### src/rtl/nf_chk_fifo.sv
// Synchronous first-word-fall-through FIFO holding expected beats.
// Head entry is visible on dout whenever empty is low.
module nf_chk_fifo #(
    parameter int W     = 8,
    parameter int DEPTH = 16
) (
    input  logic         clk,
    input  logic         rst_n,
    input  logic         wr_en,
    input  logic [W-1:0] din,
    input  logic         rd_en,
    output logic [W-1:0] dout,
    output logic         empty,
    output logic         full
);

    localparam int AW = $clog2(DEPTH);

    logic [W-1:0] mem [DEPTH];
    logic [AW:0]  wr_ptr;
    logic [AW:0]  rd_ptr;

    assign empty = (wr_ptr == rd_ptr);
    assign full  = (wr_ptr[AW] != rd_ptr[AW]) &&
                   (wr_ptr[AW-1:0] == rd_ptr[AW-1:0]);
    assign dout  = mem[rd_ptr[AW-1:0]];

    always_ff @(posedge clk or negedge rst_n) begin
        if (!rst_n) begin
            wr_ptr <= '0;
            rd_ptr <= '0;
        end else begin
            if (wr_en && !full)
                wr_ptr <= wr_ptr + 1'b1;
            if (rd_en && !empty)
                rd_ptr <= rd_ptr + 1'b1;
        end
    end

    always_ff @(posedge clk) begin
        if (wr_en && !full)
            mem[wr_ptr[AW-1:0]] <= din;
    end

endmodule

### config.mk
export PLATFORM = sky130hd
export DESIGN_NAME = nf_chk_fifo
export DESIGN_NICKNAME = d
export VERILOG_FILES = /design/src/rtl/nf_chk_fifo.sv
export SDC_FILE = /design/constraint.sdc
export NUM_CORES = 1
export LEC_CHECK = 0
export BUFFER_PORTS_ARGS = -buffer_cell sky130_fd_sc_hd__buf_2
export CAP_MARGIN = 10
export CORE_ASPECT_RATIO = 0.9
export CORE_MARGIN = 10
export CORE_UTILIZATION = 50
export CTS_BUF_LIST = sky130_fd_sc_hd__clkbuf_16
export CTS_CLUSTER_SIZE = 14
export DETAILED_ROUTE_END_ITERATION = 10
export GPL_ROUTABILITY_DRIVEN = 1
export GPL_TIMING_DRIVEN = 0
export PLACE_DENSITY_LB_ADDON = 0.2
export REMOVE_ABC_BUFFERS = 1
export SYNTH_ARGS = -nofsm -noshare
export SYNTH_HDL_FRONTEND = slang
export SYNTH_SLANG_ARGS = --single-unit
### constraint.sdc
create_clock -name clk -period 2.4 [get_ports clk]
set_input_delay 0.48 -clock clk [delete_from_list [all_inputs] [get_ports clk]]
set_output_delay 0.48 -clock clk [all_outputs]
set_load 0.005 [all_outputs]
==> key figures, run 1 <==
Run status
  • Violated checks: setup timing
  • Run status: finished with violations

Routing
  • Antenna Nets Post-Route: 0
  • Initial DRC count: 279
  • DR DRC count: 0
  • TritonRoute pass-1 iters: 4
  • DR WL/cell: 23.5 um
  • Vias per inst: 5.64
  • Vias: 2,855
  • Drt total wl: 11,900 um

Yosys
  • Post-Syn Area per Cell: 20.2 um2
  • Most frequent cell after synthesis: edfxtp_1
  • Top-area cell type share of the netlist area: 0.688
  • Mapped Cells: 277
  • Synth top cells by count: edfxtp_1 (128), mux4_2 (25), a22oi_1 (16)
  • Ys flop type: edfxtp_1
  • Netlist cell types: 35
  • Number of synthesized register bits: 138
  • Sequential area share after synthesis: 0.732
  • Post-Syn Area: 5590 um2
  • Top cells by area, synth: edfxtp_1 (69%), mux4_2 (10%), dfrtp_1 (4.5%)
  • Synth warnings: 0
  • Post-synth EDFFs: 128
  • Area leader, netlist: edfxtp_1
  • Ys async rst share: 0.0725

STA
  • Min Tclk post-route: 2660 ps
  • Final setup violation count: 8
  • Relative slew slack: 0.582
  • Unrepaired setup endpoints after global routing: true
  • WHS: 390 ps
  • Actual slew at the worst max-slew pin: 624 ps
  • Setup Skew: 8.75 ps
  • Tcrit/Tclk final: 1.11
  • FMAX: 376 MHz
  • Slew Limit Fails: 0
  • Hold violation count in the final report: 0
  • Setup slack after layout: -259 ps

Clock network
  • CTS clk-pin slew, worst paths: 60 ps
  • CTS buffer count: 17
  • Clk_lat worst skew: 420 ps
  • TritonCTS clock tree: yes
  • Clk sinks: 138
  • CTS Buffer Depth: 2
  • H-tree depth: 4
  • Root buf cell: clkbuf_16

Die
  • Die height: 120 um
  • Core Area: 10,900 um2
  • Starting Density: 0.513
  • Die ar.: 15,800 um2
  • I/O Pins: 22
  • Cell Rows: 36
  • Die width: 131 um

Finish
  • Share of cells above drive strength 1: 0.455
  • Layout net count: 358
  • Post-Route Utilization: 0.651
  • Fin cells: 506
  • Final Cell Area: 7100 um2
  • Area grow syn2layout: 26.9%
  • ANT cells: 0

Critical path
  • Worst-path maximum fanout: 7
  • Crit. End Element: output port
  • Nature of the critical path startpoint: flop
  • Req. time, crit path: 1920 ps
  • Setup CP Type: flop to output port
  • CP Data Arrival Time: 2180 ps

Power
  • Leakage Power: 2.37 nW
  • Peak VDD IR: 0.836 mV
  • PD cells: 1290 nW/um2

Global route
  • GRT overflow: 0
  • Number of global-route vias before repair: 3,040
  • Largest net degree at the start of global routing: 20
  • First-pass GRT wire length: 18,500 um
  • Antenna violations before repair: 1
  • GR Util All Layers: 0.158

Job
  • Max_cap viols: 0

Placement
  • Placed insts: 442
  • Hpwl dp: 6890 um
  • Number of buffers added on ports: 21
  • GP Congestion: 0.744
  • Placement Cell Area: 5880 um2

Min path
  • Hold WC Path Type: input port to flop
layout make-up:
type / instances / area (um2)
flip-flops and latches: 138 / 4100
fillers: 750 / 3800
multi-input cells: 121 / 1580
repair buffers: 61 / 597
clock buffers: 17 / 425
clock inverters: 15 / 198
well taps: 152 / 190
inverters: 2 / 7.51
kinds of logic after synthesis:
family | count (synthesis) | synth area share
compound gates | 25 | 0.0360
xor+xnor | 12 | 0.0188
fa+ha+maj | 5 | 0.0112
buf+inv | 18 | 0.0233
flops | 138 | 0.732
mux | 35 | 0.140
simple gates | 44 | 0.0380
flip-flops by register name, summed over array words and instances, names as in the netlist:
signal / flops
wr_ptr: 5
mem: 128
rd_ptr: 5
path summary, 6_finish.rpt:
check	depth (start not counted)	slack, ps	start	endpoint
max in group asynchronous	2	1710	rst_n	rd_ptr[2]$_DFFE_PN0P_
setup / recovery	6	-260	rd_ptr[1]$_DFFE_PN0P_	dout[2]
min in group asynchronous	2	460	rst_n	wr_ptr[0]$_DFFE_PN0P_
hold reg to reg	2	590	rd_ptr[4]$_DFFE_PN0P_	rd_ptr[4]$_DFFE_PN0P_
hold / removal	3	390	rd_en	rd_ptr[2]$_DFFE_PN0P_
setup reg to reg	9	90	rd_ptr[1]$_DFFE_PN0P_	mem[9][7]$_DFFE_PP_
metrics by stage:
step | setup TNS, ps | setup slack, ps | power, mW
finish | -1600 | -259 | 9.17
global route | -2700 | -314 | 9.58
CTS | -1750 | -247 | 9.06
detailed placement | -81350 | -853 | 5.51
global placement | -273760 | -2540 | 5.38
floorplan | -96740 | -983 | 4.67
critical path, stage by stage, from the launching register on:
cell	delay, ps
dfrtp_4	530
buf_12	140
buf_12	120
mux4_2	510
a22oi_2	230
nand2_1	90
buf_2	140
report_power, final:
group	internal, mW	switching, mW	total (mW)	leakage [nW]
logic	1.65	1.52	3.17	0.808
clock network	1.74	0.978	2.72	0.291
registers	2.96	0.331	3.29	1.27
total	6.34	2.83	9.17	2.37
cells in the final DEF (no fill, tap or decap), types with 5 or more instances in the layout:
cell	Yosys	final
a22oi_1	16	5
a22oi_2	0	11
buf_12	1	9
buf_2	4	22
buf_4	1	21
buf_6	5	5
clkbuf_16	0	17
dfrtp_1	10	7
edfxtp_1	128	128
ha_1	5	5
mux4_2	25	31
nand2_1	14	14
nor3_4	0	10
xnor2_1	11	10
timing repair:
| action | in CTS | in global routing |
|---|---|---|
| pin swaps | 14 | 11 |
| gates resized for setup | 42 | 13 |
| hold buffers | 1 | 0 |
| endpoints found under the setup margin | 140 | 80 |
| hold endpoints to repair | 10 | 0 |
| buffers inserted | 21 | 8 |
| gates cloned | 3 | 0 |
per-layer routing:
layer / global-route usage / routed length (um) / vias to the layer above
li1: - / - / 1274
met2: 0.259 / 6140 / 84
met3: 0.0468 / 743 / 16
met4: 0.0521 / 168 / 2
met5: 0 / 12 / -
met1: 0.198 / 4830 / 1479
(Power assumes the default switching activity.)
==> run 2, diff against run 1 <==
--- a/config.mk
+++ b/config.mk
@@ -9,7 +9,7 @@
 export CAP_MARGIN = 10
 export CORE_ASPECT_RATIO = 0.9
 export CORE_MARGIN = 10
-export CORE_UTILIZATION = 50
+export CORE_UTILIZATION = 40
 export CTS_BUF_LIST = sky130_fd_sc_hd__clkbuf_16
 export CTS_CLUSTER_SIZE = 14
 export DETAILED_ROUTE_END_ITERATION = 10
==> key figures, run 2 (same netlist as run 1, synthesis figures left out) <==
STA
  • WHS: 373 ps
  • Setup Skew: 7.66 ps
  • Setup TNS: -1240 ps
  • Setup slack after layout: -167 ps
  • Tcrit/Tclk final: 1.07
  • Min Tclk post-route: 2570 ps
  • FMAX: 390 MHz
  • Relative slew slack: 0.556
  • Unrepaired setup endpoints after global routing: true
  • Actual slew at the worst max-slew pin: 662 ps
  • Hold violation count in the final report: 0
  • Final setup violation count: 8
  • Slew Limit Fails: 0

Routing
  • DR WL/cell: 23.4 um
  • Antenna Nets Post-Route: 0
  • Vias per inst: 5.33
  • Drt total wl: 11,900 um
  • DR DRC count: 0
  • Initial DRC count: 233
  • Vias: 2,718
  • TritonRoute pass-1 iters: 4

Finish
  • Most common cell after layout, fill and taps aside: edfxtp_1
  • Register area: 4100 um2
  • Share of cells above drive strength 1: 0.439
  • Fin cells: 510
  • Most frequent cells in the layout: edfxtp_1 (128), mux4_2 (29), buf_2 (21)
  • Fillers: 1,099
  • Largest register FFs: 128
  • Multi-input logic area: 1620 um2
  • ANT cells: 0
  • Area grow syn2layout: 24.8%
  • Layout net count: 346

Critical path
  • Worst path bufs/invs: 2
  • Crit path max-delay family: multiplexers
  • Setup CP Type: flop to output port
  • Nature of the critical path startpoint: flop
  • CP max stage cell: mux4_2
  • Slowest stage delay, CP: 540 ps
  • CP Data Arrival Time: 2090 ps
  • Req. time, crit path: 1920 ps
  • Crit. End Element: output port
  • Worst-path maximum fanout: 24
  • Worst path cell trace: buf_12 > mux4_2 > a22oi_1 > nand2_1 > buf_2

Clock network
  • Root buf cell: clkbuf_16
  • Clk sinks: 138
  • CTS Buffer Depth: 2
  • H-tree depth: 4
  • Clk_lat worst skew: 420 ps
  • CTS buffer count: 17
  • TritonCTS clock tree: yes
  • CTS clk-pin slew, worst paths: 60 ps

Power
  • Leakage Power: 2.32 nW
  • PD cells: 1280 nW/um2
  • Peak VDD IR: 0.579 mV
  • Tot Pwr: 8.91 mW

Global route
  • Largest net degree at the start of global routing: 25
  • GR Util All Layers: 0.137
  • Number of global-route vias before repair: 3,043
  • First-pass GRT wire length: 18,900 um
  • Antenna violations before repair: 0
  • GRT overflow: 0

Die
  • Die ar.: 19,100 um2
  • I/O Pins: 22
  • Die height: 132 um
  • Die width: 145 um
  • Starting Density: 0.414
  • Cell Rows: 40
  • Core Area: 13,500 um2

Placement
  • GP Congestion: 0.725
  • Number of buffers added on ports: 21
  • Placed insts: 461
  • Hpwl dp: 7090 um

Run status
  • Violated checks: setup timing
  • Run status: finished with violations

Min path
  • Hold WC Path Type: input port to flop

Job
  • Max_cap viols: 0
[run 2: power breakdown]
group          switching [mW]  internal, mW  total (mW)  leakage [nW]
registers               0.268          2.95        3.22          1.27
logic                    1.60          1.51        3.10         0.761
clock network           0.971          1.61        2.58         0.284
total                    2.84          6.07        8.91          2.32
[run 2: layout make-up]
class / instances / area share
multi-input cells: 121 / 0.232
flip-flops and latches: 138 / 0.588
well taps: 168 / 0.0301
repair buffers: 49 / 0.0653
clock inverters: 15 / 0.0229
clock buffers: 17 / 0.0610
inverters: 2 / 0.00108
[run 2: metrics by stage]
step	instance area, um2	util	setup slack [ps]
floorplan	5470	-	-983
global route	6980	0.516	-243
finish	6980	0.516	-167
global placement	5780	0.428	-2540
CTS	6950	0.515	-215
detailed placement	5940	0.439	-710
[run 2: per-layer routing]
layer	wire (um)	share of wire	track usage	vias up
met1	5210	0.44	0.180	1392
met3	670	0.056	0.0353	17
met2	5820	0.49	0.210	68
met5	0	0	0	-
met4	214	0.018	0.0533	0
li1	-	-	-	1241
[run 2: worst paths after layout]
| path | startpoint | endpoint | slack, ps | cells past startpoint |
|---|---|---|---|---|
| setup / recovery | rd_ptr[2]$_DFFE_PN0P_ | dout[6] | -170 | 5 |
| hold / removal | rd_en | rd_ptr[2]$_DFFE_PN0P_ | 370 | 3 |
| setup reg to reg | rd_ptr[1]$_DFFE_PN0P_ | mem[8][1]$_DFFE_PP_ | 90 | 9 |
| hold reg to reg | rd_ptr[4]$_DFFE_PN0P_ | rd_ptr[4]$_DFFE_PN0P_ | 590 | 2 |
| max in group asynchronous | rst_n | rd_ptr[1]$_DFFE_PN0P_ | 1710 | 2 |
| min in group asynchronous | rst_n | wr_ptr[4]$_DFFE_PN0P_ | 460 | 2 |
[run 2: worst reg2reg max path, stage by stage, from the launching register on]
cell	delay, ps
dfrtp_4	530
buf_12	160
buf_16	140
xnor2_4	120
nand4_1	140
buf_6	150
nor2_4	40
buf_6	210
nor3_4	330
buf_4	210
[run 2: repair_timing]
item,CTS,global route
hold endpoints to repair,10,0
hold buffers,1,0
gates resized for setup,46,13
setup buffers,13,1
gates cloned,3,0
endpoints found under the setup margin,140,78
pin swaps,12,8
==> run 3, diff against run 2 <==
--- a/config.mk
+++ b/config.mk
@@ -15,7 +15,6 @@
 export DETAILED_ROUTE_END_ITERATION = 10
 export GPL_ROUTABILITY_DRIVEN = 1
 export GPL_TIMING_DRIVEN = 0
-export PLACE_DENSITY_LB_ADDON = 0.2
 export REMOVE_ABC_BUFFERS = 1
 export SYNTH_ARGS = -nofsm -noshare
 export SYNTH_HDL_FRONTEND = slang
==> key figures, run 3 (same netlist as run 1, synthesis figures left out) <==
Routing
  • Vias: 2,869
  • Initial DRC count: 279
  • Vias per inst: 5.66
  • DR WL/cell: 23.7 um
  • TritonRoute pass-1 iters: 4
  • Drt total wl: 12,000 um
  • Antenna Nets Post-Route: 0
  • DR DRC count: 0

Die
  • Die width: 145 um
  • I/O Pins: 22
  • Core Area: 13,500 um2
  • Die ar.: 19,100 um2
  • Die height: 132 um
  • Starting Density: 0.414
  • Cell Rows: 40

Critical path
  • Crit. End Element: output port
  • Req. time, crit path: 1920 ps
  • Reg-to-reg slack, setup: 120 ps
  • Reg-to-reg startpoint: rd_ptr[1]$_DFFE_PN0P_
  • Worst path cell trace: buf_12 > mux4_2 > a22oi_2 > nand2_1 > buf_2
  • Nature of the critical path startpoint: flop
  • Setup CP Type: flop to output port
  • CP Data Arrival Time: 2170 ps
  • Slowest stage delay, CP: 540 ps
  • CP max stage cell: mux4_2
  • Worst-path maximum fanout: 10
  • FF-to-FF path depth: 7
  • Crit path max-delay family: multiplexers
  • Reg2reg end: mem[13][1]$_DFFE_PP_
  • Worst path bufs/invs: 2

Placement
  • Hpwl dp: 7170 um
  • Number of buffers added on ports: 21
  • GP Congestion: 0.741

STA
  • Unrepaired setup endpoints after global routing: true
  • Relative slew slack: 0.569
  • Tcrit/Tclk final: 1.10
  • Setup Skew: 5.11 ps
  • Setup slack after layout: -247 ps
  • Slew Limit Fails: 0
  • Actual slew at the worst max-slew pin: 646 ps
  • Hold violation count in the final report: 0
  • Min Tclk post-route: 2650 ps
  • FMAX: 378 MHz
  • Final setup violation count: 8
  • Setup TNS: -1660 ps

Finish
  • Area grow syn2layout: 23.3%
  • ANT cells: 0
  • Post-Route Utilization: 0.510
  • Most frequent cells in the layout: edfxtp_1 (128), mux4_2 (31), buf_2 (24)
  • Largest register FFs: 128
  • Most common cell after layout, fill and taps aside: edfxtp_1
  • Layout net count: 343
  • Share of cells above drive strength 1: 0.440

Power
  • Int Power: 6.14 mW
  • Peak VDD IR: 0.558 mV
  • Switch share: 0.310
  • Sequential Power Share: 0.366
  • Gate power share: 0.341
  • Psw: 2.75 mW
  • Clk pwr share: 0.293
  • Leakage Power: 2.30 nW
  • PD cells: 1290 nW/um2

Run status
  • Violated checks: setup timing
  • Run status: finished with violations

Clock network
  • Root buf cell: clkbuf_16
  • CTS buffer count: 17
  • H-tree depth: 4
  • Clk sinks: 138
  • TritonCTS clock tree: yes
  • CTS Buffer Depth: 2
  • CTS clk-pin slew, worst paths: 60 ps
  • Clk_lat worst skew: 410 ps

Global route
  • Largest net degree at the start of global routing: 30
  • GRT overflow: 0
  • Number of global-route vias before repair: 2,971
  • Antenna violations before repair: 0
  • First-pass GRT wire length: 18,300 um
  • GR Util All Layers: 0.133

Min path
  • Worst hold endpoint: wr_ptr[0]$_DFFE_PN0P_
  • Hold WC Path Type: input port to flop
  • Hold Startpoint: wr_en
  • Hold Path Depth: 3

Job
  • Max_cap viols: 0
-- run 3: cell count changes in the layout (fill, tap and decap cells not counted), sizes merged --
cell / previous run / this run
buf: 48 / 45
bufinv: 3 / 4
clkinvlp: 4 / 0
clkinv: 6 / 7
inv: 4 / 6
-- run 3: tightest hold or removal path: cells and delay by family --
kind / cells / cell delay (ps)
buffers and inverters: 1 / 140
AO/OA/AOI/OAI: 1 / 80
XOR/XNOR: 1 / 60
-- run 3: stage by stage --
step                power [mW]  instance area (um2)  setup slack [ps]  hold slack (ps)  instances
floorplan                 4.67                 5470              -983              184        261
global placement          5.44                 5780             -2620              357        450
detailed placement        5.55                 5920              -403              362        461
CTS                       8.83                 6820              -260              368        506
global route              9.31                 6890              -292              410        507
finish                    8.89                 6890              -247              393        507
-- run 3: power groups by stage --
stage | sequential [mW] | combinational (mW) | clock [mW]
2_1_floorplan | 3.32 | 1.35 | 0
3_3_place_gp | 3.49 | 1.95 | 0
3_5_place_dp | 3.28 | 2.27 | 0
4_1_cts | 3.21 | 2.97 | 2.64
5_1_grt | 3.30 | 3.26 | 2.75
6_report | 3.25 | 3.03 | 2.61
-- run 3: final cells by class --
cell class                      count  area, um2
Fill cell                        1084       6620
Tap cell                          168        210
Timing Repair Buffer               46        405
Sequential cell                   138       4100
Clock inverter                     15        166
Inverter                            2       7.51
Clock buffer                       17        425
Multi-Input combinational cell    121       1570
-- run 3: worst max path at each step --
stage	slack, ps	from	end	depth (start not counted)
5_1_grt	-290	rd_ptr[1]$_DFFE_PN0P_	dout[1]	6
6_report	-250	rd_ptr[1]$_DFFE_PN0P_	dout[3]	5
3_5_place_dp	-400	rd_ptr[1]$_DFFE_PN0P_	mem[14][1]$_DFFE_PP_	5
3_3_place_gp	-2620	rd_ptr[1]$_DFFE_PN0P_	mem[1][6]$_DFFE_PP_	4
4_1_cts	-260	rd_ptr[1]$_DFFE_PN0P_	dout[7]	6
2_1_floorplan	-980	rd_ptr[1]$_DFFE_PN0P_	mem[0][0]$_DFFE_PP_	4
-- run 3: metal layers --
layer | vias to the layer above | global-route usage | share of wire
li1 | 1242 | - | -
met2 | 92 | 0.199 | 0.49
met4 | 0 | 0.0505 | 0.011
met3 | 16 | 0.0360 | 0.057
met1 | 1519 | 0.180 | 0.44
met5 | - | 0 | 0
-- run 3: what timing repair did --
action	4_1_cts	5_1_grt
buffers inserted	9	2
hold buffers	1	0
gates resized for setup	39	18
pin swaps	8	7
cloned	3	0
endpoints found under the hold margin	10	0
setup endpoints to repair	134	79
